**src/rtl/if_fetch_unit.sv**
```systemverilog
// if_fetch_unit: F-stage fetch unit. Owns the PC, runs a single-outstanding
// request/response handshake with instruction memory, applies exception, eret
// and delayed-branch redirects, and flags misaligned or out-of-range fetch
// addresses as AdEL (code 4).
// Optional build macro: FETCH_STALL_CNT_EN enables the fetch-wait cycle counter
// on stall_cnt. Without it, stall_cnt is tied to 0.
module if_fetch_unit #(
    parameter logic [31:0] RESET_PC = 32'h0000_3000,
    parameter logic [31:0] EXC_PC   = 32'h0000_4180,
    parameter logic [31:0] PC_LO    = 32'h0000_3000,
    parameter logic [31:0] PC_HI    = 32'h0000_6ffc
) (
    input  logic        clk,
    input  logic        reset,
    input  logic        req,
    input  logic        eret_d,
    input  logic [31:0] epc,
    input  logic        br_taken_d,
    input  logic [31:0] br_target_d,
    input  logic        d_is_branch,
    input  logic        id_en,
    output logic        i_req,
    output logic [31:0] i_addr,
    input  logic        i_rvalid,
    input  logic [31:0] i_rdata,
    output logic        f_valid,
    output logic [31:0] pc_f,
    output logic [31:0] instr_f,
    output logic        bd_f,
    output logic [4:0]  exc_code_f,
    output logic [31:0] stall_cnt
);

    typedef enum logic [1:0] {S_IDLE, S_BUSY, S_HOLD, S_DROP} state_t;

    state_t      r_state;
    logic [31:0] r_pc;
    logic [31:0] r_pend_tgt;
    logic        r_pend_tgt_v;
    logic        r_bd_pend;
    logic [31:0] r_hold;

    logic        w_redirect;
    logic [31:0] w_redir_pc;
    logic        w_adel;
    logic        w_fv;
    logic [31:0] w_instr;
    logic [4:0]  w_exc;
    logic        w_ireq;
    logic        w_accept;
    logic [31:0] w_next_pc;

    assign w_redirect = req | eret_d;
    assign w_redir_pc = req ? EXC_PC : epc;
    assign w_adel     = (r_pc[1:0] != 2'b00) || (r_pc < PC_LO) || (r_pc > PC_HI);

    // Per-state view of the F slot and the memory request for this cycle
    always_comb begin
        w_fv    = 1'b0;
        w_instr = 32'd0;
        w_exc   = 5'd0;
        w_ireq  = 1'b0;
        case (r_state)
            S_IDLE: begin
                if (w_adel) begin
                    // Bad fetch address: present a faulting nop, never touch memory
                    w_fv  = 1'b1;
                    w_exc = 5'd4;
                end else if (!w_redirect) begin
                    w_ireq = 1'b1;
                end
            end
            S_BUSY: begin
                // A response arriving under a redirect is squashed, never shown
                w_fv    = i_rvalid & ~w_redirect;
                w_instr = w_fv ? i_rdata : 32'd0;
            end
            S_HOLD: begin
                w_fv    = 1'b1;
                w_instr = r_hold;
            end
            default: ;
        endcase
    end

    // Outputs read zero while reset is held, except the PC
    assign f_valid    = w_fv & ~reset;
    assign instr_f    = reset ? 32'd0 : w_instr;
    assign exc_code_f = reset ? 5'd0 : w_exc;
    assign i_req      = w_ireq & ~reset;
    assign i_addr     = i_req ? r_pc : 32'd0;
    assign pc_f       = r_pc;
    assign bd_f       = ~reset & (d_is_branch | r_bd_pend);

    // The F instruction moves into ID this cycle; the branch target takes effect
    // only once the delay slot has been accepted
    assign w_accept  = f_valid & id_en;
    assign w_next_pc = br_taken_d   ? br_target_d :
                       r_pend_tgt_v ? r_pend_tgt  : r_pc + 32'd4;

    // Fetch FSM with PC, pending-branch and hold-buffer bookkeeping
    always_ff @(posedge clk) begin
        if (reset) begin
            r_state      <= S_IDLE;
            r_pc         <= RESET_PC;
            r_pend_tgt_v <= 1'b0;
            r_pend_tgt   <= 32'd0;
            r_bd_pend    <= 1'b0;
            r_hold       <= 32'd0;
        end else if (w_redirect) begin
            r_pc         <= w_redir_pc;
            r_pend_tgt_v <= 1'b0;
            r_bd_pend    <= 1'b0;
            case (r_state)
                // An in-flight request must still drain unless it lands right now
                S_BUSY:  r_state <= i_rvalid ? S_IDLE : S_DROP;
                S_DROP:  r_state <= S_DROP;
                default: r_state <= S_IDLE;
            endcase
        end else begin
            if (w_accept) begin
                r_pc         <= w_next_pc;
                r_pend_tgt_v <= 1'b0;
                r_bd_pend    <= 1'b0;
            end else if (id_en) begin
                // ID consumed a bubble: remember the branch for the real delay slot
                if (br_taken_d) begin
                    r_pend_tgt_v <= 1'b1;
                    r_pend_tgt   <= br_target_d;
                end
                if (d_is_branch) r_bd_pend <= 1'b1;
            end
            case (r_state)
                S_IDLE: if (!w_adel) r_state <= S_BUSY;
                S_BUSY: begin
                    if (i_rvalid) begin
                        if (id_en) begin
                            r_state <= S_IDLE;
                        end else begin
                            r_hold  <= i_rdata;
                            r_state <= S_HOLD;
                        end
                    end
                end
                S_HOLD: if (id_en) r_state <= S_IDLE;
                S_DROP: if (i_rvalid) r_state <= S_IDLE;
                default: r_state <= S_IDLE;
            endcase
        end
    end

`ifdef FETCH_STALL_CNT_EN
    logic [31:0] r_stall_cnt;

    // Count cycles spent waiting on memory with nothing to hand to ID
    always_ff @(posedge clk) begin
        if (reset) begin
            r_stall_cnt <= 32'd0;
        end else if ((r_state == S_BUSY || r_state == S_DROP) && !f_valid) begin
            r_stall_cnt <= r_stall_cnt + 32'd1;
        end
    end

    assign stall_cnt = r_stall_cnt;
`else
    assign stall_cnt = 32'd0;
`endif

endmodule

```
**config.mk**
```make
export PLATFORM = sky130hd
export DESIGN_NAME = if_fetch_unit
export DESIGN_NICKNAME = d
export VERILOG_FILES = /design/src/rtl/if_fetch_unit.sv
export SDC_FILE = /design/constraint.sdc
export NUM_CORES = 1
export LEC_CHECK = 0
export ABC_AREA = 1
export ABC_CLOCK_PERIOD_IN_PS = 1900
export CAP_MARGIN = 20
export CORE_MARGIN = 5
export CORE_UTILIZATION = 46
export CTS_CLUSTER_SIZE = 30
export DETAILED_ROUTE_END_ITERATION = 12
export GPL_TIMING_DRIVEN = 1
export PLACE_DENSITY = 0.81
export SKIP_LAST_GASP = 1
export SYNTH_ARGS = -nofsm -noshare
export SYNTH_HDL_FRONTEND = slang
export SYNTH_SLANG_ARGS = --single-unit
```
**constraint.sdc**
```tcl
create_clock -name clk -period 1.9 [get_ports clk]
set_clock_uncertainty 0.05 [all_clocks]
set_input_delay 0.19 -clock clk [delete_from_list [all_inputs] [get_ports clk]]
set_output_delay 0.19 -clock clk [all_outputs]
set_load 0.005 [all_outputs]
```
; After elaboration in Yosys (flattened, before gate mapping)
; Index checks and enable logic that the tools add are counted.
[totals]
ff_bits = 100
inputBits = 104
out_inout_bits = 136
wordCells = 64
[op_classes]
addsub = 1
n_lt_le_gt_ge = 2
eq_ne = 7
muxes = 26
bitwise = 11
n_reduce_logical = 11
[ops]
columns = cell, n
row1 = $mux 32, 8
row2 = $pmux 32 s2, 1
row3 = $add 32x3->32 const B, 1
row4 = $gt 32x15->1 const B, 1
row5 = $lt 32x14->1 const B, 1
row6 = $mux 2, 7
row7 = $ne 3x3->1 const B, 4
row8 = $reduce_and 4->1, 3
row9 = $pmux 2 s4, 1
row10 = $mux 3, 2
row11 = $and 1x1->1, 5
row12 = $mux 5, 1
row13 = $eq 2x2->1 const B, 2
row14 = $mux 1, 4
row15 = $not 1->1, 4
row16 = $pmux 2 s2, 1
row17 = $reduce_and 2->1, 2
row18 = $reduce_bool 2->1, 2
row19 = $pmux 1 s3, 1
row20 = $reduce_or 3->1, 1
row21 = $eq 2x1->1 const B, 1
row22 = $logic_not 2->1, 1
row23 = $logic_or 1x1->1, 2
row24 = $or 1x1->1, 2

; Logic depth before layout (Yosys ltp)
; Gate-level depths: netlist (run 1).
[logic_depth]
depth_word = 9
ltp_mapped = 14
ltp_nobuf = 14

; Worst setup path after synthesis (run 1)
; OpenSTA, ideal clock, no wires.
[synth_timing]
path_kind = register to register
startpoint = register r_pc[2] (netlist: pc_f[2])
endpoint = register r_pc[16] (netlist: pc_f[16])
setup_time_ns = 0.117
arrival_time_ns = 1.568
slack_ns = 0.165
path_stages_with_launch = 13
cell_sequence = dfxtp_1 -> ha_1 -> nand3_1 -> nor2_1 -> nand3_1 -> nand2_1 -> nand2_1 -> nand2_1 -> nand2_1 -> a22oi_1 -> nand2_1 -> inv_1 -> nor2_1
[synth_between]
elab_chain_len = 8
elab_cells_between_ends = 14
cone_classes = add/sub (1) / order compare (2) / mux (6) / bitwise (2) / reduce/logical (3)
[synth_lines]
columns = element, line_no
row1 = start: declaration, 37  ; logic [31:0] r_pc;
row2 = start signal: assignment, 111  ; r_pc <= w_redir_pc;
row3 = start signal: assignment, 122  ; r_pc <= w_next_pc;
row4 = $lt 32x14->1, 55  ; assign w_adel = (r_pc[1:0] != 2'b00) || (r_pc < PC_LO) || (r_pc > PC_HI);
row5 = $logic_or 1x1->1 (2 in a row), 55
row6 = $mux 1, 65  ; if (w_adel) begin
row7 = $pmux 1 s3, 63  ; case (r_state)
row8 = $and 1x1->1, 87  ; assign f_valid = w_fv & ~reset;
row9 = $and 1x1->1, 97  ; assign w_accept = f_valid & id_en;
row10 = $reduce_bool 2->1 (no line), n/a
; Several ways; a longest one is shown, not always the timed one. The select of a mux whose other input is x is not followed.
; A chain may end at the register's enable or synchronous reset.

; Worst setup path in the final report (run 1)
[layout_timing]
startpoint = register r_pc[15] (netlist: pc_f[15])
endpoint = register r_pc[15] (netlist: pc_f[15])
; The elaborated chain is that of the path after synthesis.

==> results of run 1 <==
[how the worst max path moves through the flow]
stage | start | to | depth (start not counted)
finish | pc_f[15] | pc_f[15] | 13
global route | pc_f[21] | pc_f[15] | 13
CTS | pc_f[22] | i_addr[8] | 10
detailed placement | eret_d | instr_f[17] | 8
global placement | eret_d | instr_f[27] | 8
floorplan | pc_f[2] | pc_f[16] | 12
[layer usage]
layer  routed length, um  track usage (%)  up-vias
met3                2517            4.237       93
met4                1057            12.17        0
met1               10300            34.91     3929
met5                   0                0        -
li1                    -                -     4138
met2               12930            44.02      495
[sequential cells by signal, indices dropped and copies added (netlist names)]
name,cells
r_bd_pend,1
pc_f,32
r_state,2
r_pend_tgt,32
r_pend_tgt_v,1
r_hold,32
[cells in the mapped netlist (all sizes together)]
cell type / instances / area (sq um)
a32o: 1 / 10.01
a32oi: 1 / 8.760
nand3: 58 / 315.3
dfxtp: 100 / 2002
nand2: 383 / 1448
ha: 6 / 75.07
conb: 1 / 3.750
a21oi: 104 / 520.5
nand4: 5 / 31.28
inv: 73 / 276.5
o21bai: 1 / 11.26
o21ai: 54 / 270.3
nand3b: 10 / 75.07
a211oi: 2 / 20.02
clkbuf: 40 / 150.1
a21boi: 2 / 15.01
nor2: 248 / 949.7
buf: 79 / 558.0
o211ai: 2 / 15.01
xor2: 5 / 43.79
nor3: 2 / 21.27
o221ai: 1 / 8.760
a22oi: 2 / 15.01
clkinv: 1 / 3.750
o41ai: 1 / 8.760
[cells by family (layout without fill, tap and decap cells)]
kind of cell	after synthesis	in the layout	share of synthesized area, %
simple gates	706	707	41.42
buf+inv	193	407	14.42
compound gates	171	171	13.18
flops	100	100	29.20
fa+ha+maj	6	6	1.095
xor+xnor	5	5	0.6387
other cells	1	55	0.05469
[area by class of cell]
cell class | instances | area, sq um | area share [%]
Clock buffer | 13 | 260.3 | 2.501
Clock inverter | 3 | 68.82 | 0.6614
Inverter | 74 | 295.3 | 2.838
Multi-Input combinational cell | 944 | 4539 | 43.63
Sequential cell | 100 | 2014 | 19.36
Tap cell | 184 | 230.2 | 2.213
Timing Repair Buffer | 316 | 2988 | 28.72
Timing Repair inverter | 1 | 8.758 | 0.08417
[tightest hold or removal path, stage by stage]
cell and delay (ps):
clkdlybuf4s50_1 420, nor2_1 110, nor2_1 50
[report_power, final]
part           internal (mW)  total [mW]  switching [mW]
combinational          0.754        1.58           0.826
sequential              2.18        2.25          0.0632
clock                   1.23        2.06           0.833
total                   4.17        5.89            1.72
[what timing repair did]
item                                    CTS  global route
gates resized for setup                 268           120
pin swaps                                21            24
buffers inserted                         15             8
cloned                                    3            10
endpoints found under the setup margin  142           144
[per-stage QoR]
stage / area [sq um] / std cells
after floorplan: 7059 / 1236
after global placement: 9281 / 1586
after detailed placement: 9281 / 1586
after CTS: 9837 / 1619
after global routing: 10410 / 1635
final: 10410 / 1635
[cell usage in the layout, fill, tap and decap left out, types with 3 or more instances in the layout]
cell             instances
a21oi_1                 88
a21oi_2                 16
buf_12                  13
buf_2                   48
buf_4                   91
buf_6                   16
buf_8                    4
clkbuf_16               15
clkdlybuf4s50_1        134
conb_1                  55
dfxtp_1                 92
dfxtp_2                  7
ha_1                     5
inv_1                   68
nand2_1                359
nand2_2                 14
nand2_4                  9
nand3_1                 54
nand3_4                  3
nand3b_1                10
nand4_1                  5
nor2_1                 207
nor2_2                  27
nor2_4                  13
o21ai_0                 26
o21ai_1                  7
o21ai_2                 20
xor2_1                   5
==> impl_metrics.py, run 1 <==
metrics = {
    "layout": {
        "n_fill_cell": 1137,
        "nets": 1556,
        "syn_to_final_growth_pct": 51.75,
        "diodes": 0,
        "finish.utilization_pct": 71.32,
        "drive_gt1_share_pct": 22.05,
    },
    "global_route": {
        "grt_antenna_before_repair": 0,
        "overflow": 0,
        "grt_max_degree": 37,
        "track_usage_pct": 26.92,
        "grt_pass1_vias": 7650,
        "grt_pass1_wl_um": 38960,
    },
    "critical_path": {
        "critPathSlowestCell": "dfxtp_4",
        "r2r_end": "pc_f[15]",
        "crit_fanout": 8,
        "cp.required_ps": 2090,
        "ff2ff_setup_slack_ps": -410,
        "path_cells": "nor2_2, nand2_1, nor2_2, nand2_2, buf_4, buf_4, o21bai_4, nand2_2, nand3_4, nand2_8, buf_12, o21ai_0, nor2_1",
        "critPathArrivalTime_ps": 2500,
        "crit_buf_inv": 3,
        "critPathKind": "reg2reg",
        "cp_top_family": "simple AND/OR/NAND/NOR gates",
        "reg2regPathDepth": 13,
        "endpoint_kind": "flop",
        "cp-start-kind": "flop",
        "r2r-start": "pc_f[15]",
        "critical-path-max-stage-delay_ps": 350,
    },
    "yosys": {
        "syn_area_sq_um": 6857,
        "synth_cell_types": 38,
        "postSynthAreaPerCell_sq_um": 5.801,
        "postSynthCellCount": 1182,
        "ys_seq_area_share_pct": 29.20,
        "ys_ff_latch": 100,
        "yosys_warnings": 0,
    },
    "floorplanning": {
        "core_area_sq_um": 14590,
        "die_h_um": 132.1,
        "die_x_um": 132.1,
        "initial_core_util_pct": 47.00,
        "die_area_sq_um": 17450,
        "ioPinCount": 240,
        "row_count": 44,
    },
    "cts": {
        "numCtsBuffers": 9,
        "cts_buffer_depth": 2,
        "path_clk_slew_ps": 70,
        "clk_latency_ps": 360,
        "cts_hold_repair.buffers": 0,
        "cts_tree": "done",
        "htreeDepth": 3,
        "clock_sinks": 100,
        "cts_root_buf": "clkbuf_16",
    },
    "place": {
        "dp_slack_ps": -445.7,
        "routabilityCongestion": 0.9510,
        "portBuffers": 184,
        "dp.final_hpwl_um": 18050,
    },
    "power_and_ir_drop": {
        "peakVddDrop_uv": 425.2,
        "total_power_mw": 5.891,
        "power_density_nw_per_um2": 566.1,
        "leakagePower_nw": 4.658,
    },
    "sta": {
        "fin_crit_ps": 2314,
        "slew_viol_final": 0,
        "clock.fmax_mhz": 432.1,
        "fin_ws_ps": -414.2,
        "hold_viol": 0,
        "setup_violations": 114,
        "timing.hold.ws_ps": 390.4,
        "worstMarginPinSlew_ps": 529.2,
        "rsz0062_at_grt": "yes",
        "finalCritPeriodShare_pct": 121.8,
        "relSlewSlack_pct": 64.72,
        "fin_setup_tns_ps": -20780,
    },
    "min_path": {
        "worstHoldPathType": "in2reg",
        "worstHoldStart": "br_target_d[0]",
        "whs_endpoint": "r_pend_tgt[0]",
        "min_path_cells": 3,
    },
    "routing": {
        "drtAntennaViolNets": 0,
        "dr_total_vias": 8655,
        "remaining_drc_errors": 0,
        "avgViaCountPerCell": 5.294,
        "dr.pass1.iters": 5,
        "wirelength_um": 26810,
        "routedWlPerCell_um": 16.40,
        "drtIter0Drc": 976,
    },
    "outcome": {
        "status": "finished with violations",
        "failed_checks": "setup timing",
    },
    "flow_run": {
        "maxCapViolations": 0,
    },
}
(Power assumes the default switching activity.)
==> inputs of run 2 (changes only) <==
--- a/config.mk
+++ b/config.mk
@@ -8,7 +8,7 @@
 export ABC_AREA = 1
 export ABC_CLOCK_PERIOD_IN_PS = 1900
 export CAP_MARGIN = 20
-export CORE_MARGIN = 5
+export CORE_MARGIN = 4
 export CORE_UTILIZATION = 46
 export CTS_CLUSTER_SIZE = 30
 export DETAILED_ROUTE_END_ITERATION = 12
==> run 2 against run 1 <==
Against the previous run: wire length grew 15%; clock-buffer cell count shrank 3; the run still ends with setup timing left; cell area grew 7.0%.
==> impl_metrics.py, run 2 (same netlist as run 1, synthesis figures left out) <==
metrics = {
    "critical_path": {
        "path_cells": "inv_2, ha_4, inv_4, nor3_4, buf_6, nor2_4, nand2_2, nand3_4, buf_12, nand2_8, buf_12, inv_16, buf_8, nor2_2, nor2_1",
        "critPathSlowestCell": "dfxtp_2",
        "critPathKind": "reg2reg",
        "critical-path-max-stage-delay_ps": 340,
        "cp.required_ps": 2120,
        "cp-start-kind": "flop",
        "crit_fanout": 6,
        "cp_top_family": "buffers and inverters",
        "cp_common_cell": "buf_12",
        "endpoint_kind": "flop",
        "critPathArrivalTime_ps": 2420,
        "crit_buf_inv": 7,
    },
    "power_and_ir_drop": {
        "power_density_nw_per_um2": 536.0,
        "leakagePower_nw": 4.857,
        "peakVddDrop_uv": 520.7,
    },
    "place": {
        "dp.final_hpwl_um": 17490,
        "portBuffers": 184,
        "routabilityCongestion": 0.9227,
        "dp_cells": 1587,
    },
    "floorplanning": {
        "die_h_um": 130.1,
        "initial_core_util_pct": 47.00,
        "ioPinCount": 240,
        "core_area_sq_um": 14590,
        "die_area_sq_um": 16920,
        "die_x_um": 130.1,
        "row_count": 44,
    },
    "layout": {
        "layout_common_cells": "nand2_1 (342), nor2_1 (171), clkdlybuf4s50_1 (133), buf_4 (94), dfxtp_1 (89)",
        "syn_to_final_growth_pct": 62.35,
        "drive_gt1_share_pct": 27.25,
        "seq_area_sq_um": 2018,
        "stdcell_count": 1648,
        "n_fill_cell": 959,
        "nets": 1569,
        "layout_commonest_cell": "nand2_1",
        "diodes": 0,
        "multi_input_area_sq_um": 4861,
    },
    "flow_run": {
        "maxCapViolations": 0,
    },
    "routing": {
        "dr_total_vias": 9512,
        "routedWlPerCell_um": 18.75,
        "remaining_drc_errors": 0,
        "avgViaCountPerCell": 5.772,
        "wirelength_um": 30900,
        "drtAntennaViolNets": 0,
        "dr.pass1.iters": 9,
        "drtIter0Drc": 1293,
    },
    "global_route": {
        "track_usage_pct": 30.94,
        "overflow": 0,
        "grt_pass1_wl_um": 41540,
        "grt_antenna_before_repair": 0,
        "grt_max_degree": 43,
        "grt_pass1_vias": 8270,
    },
    "cts": {
        "clock_sinks": 100,
        "cts_buffer_depth": 2,
        "path_clk_slew_ps": 80,
        "cts_root_buf": "clkbuf_16",
        "cts_hold_repair.buffers": 0,
        "numCtsBuffers": 9,
        "clk_latency_ps": 380,
        "cts_tree": "done",
        "htreeDepth": 3,
    },
    "min_path": {
        "worstHoldPathType": "in2reg",
    },
    "sta": {
        "fin_crit_ps": 2202,
        "rsz0062_at_grt": "yes",
        "fin_setup_tns_ps": -23690,
        "hold_viol": 0,
        "finalCritPeriodShare_pct": 115.9,
        "setup_violations": 147,
        "fin_ws_ps": -302.3,
        "clock.fmax_mhz": 454.1,
        "slew_viol_final": 0,
        "relSlewSlack_pct": 61.40,
        "worstMarginPinSlew_ps": 579.1,
    },
    "outcome": {
        "status": "finished with violations",
        "failed_checks": "setup timing",
    },
}
==> run 2: cell types whose count changed in the layout (fill, tap and decap cells not counted), sizes merged <==
cell and change:
nand3 -1, dlygate4sd2 +3, bufinv -2, inv +4, clkdlybuf4s15 +6, buf +3
clkdlybuf4s50 -1, bufbuf +1
==> run 2: what timing repair did <==
action,CTS,global route
resized for setup,255,241
setup buffers,21,10
setup endpoints to repair,143,148
cloned,14,5
pin swaps,23,69
==> run 2: stage by stage <==
step	power, mW	hold slack [ps]	setup WS, ps	utilization [%]	instance area, sq um
2_1_floorplan	2.944	274.9	164.7	-	7059
3_3_place_gp	3.575	398.4	-372.3	63.67	9289
3_5_place_dp	3.589	402.4	-400.6	63.67	9289
4_1_cts	5.643	372.3	-194.7	71.31	10400
5_1_grt	6.146	402.9	-417.2	76.30	11130
6_report	5.966	365.7	-302.3	76.30	11130
==> run 2: path summary, 6_finish.rpt <==
kind / startpoint / end / slack, ps / depth (start not counted)
setup / recovery: r_state[1] / pc_f[7] / -300 / 15
hold reg to reg: r_hold[13] / r_hold[13] / 420 / 2
setup reg to reg: r_state[1] / pc_f[7] / -300 / 15
hold / removal: i_rdata[14] / r_hold[14] / 370 / 3
==> run 2: report_power, final <==
part | switching [mW] | total (mW) | leakage (nW) | internal (mW)
logic | 0.955 | 1.81 | 3.89 | 0.855
clock network | 0.946 | 1.90 | 0.146 | 0.952
registers | 0.0742 | 2.26 | 0.819 | 2.18
==> run 2: worst reg2reg max path, stage by stage (launching register included) <==
cell and delay (ps):
dfxtp_2 340, inv_2 90, ha_4 160, inv_4 50, nor3_4 150, buf_6 190, nor2_4 70, nand2_2 100
nand3_4 100, buf_12 160, nand2_8 110, buf_12 140, inv_16 50, buf_8 130, nor2_2 140, nor2_1 80
==> run 2: cell type report <==
type	instances	share of cell area (%)
sequential	100	18.13
clock buffer	10	2.147
clock inverter	6	0.4608
multi-input combinational	943	43.67
tap	184	2.068
inverter	74	2.731
timing repair buffer	331	30.80
==> run 2: layer usage <==
metal  vias up  routed length [um]  global-route usage (%)
li1       4160                   -                       -
met1      4336               11050                   37.63
met2       780               14400                   51.39
met3       236                3288                   5.731
met4         0                2160                   17.30
met5         -                   0                       0
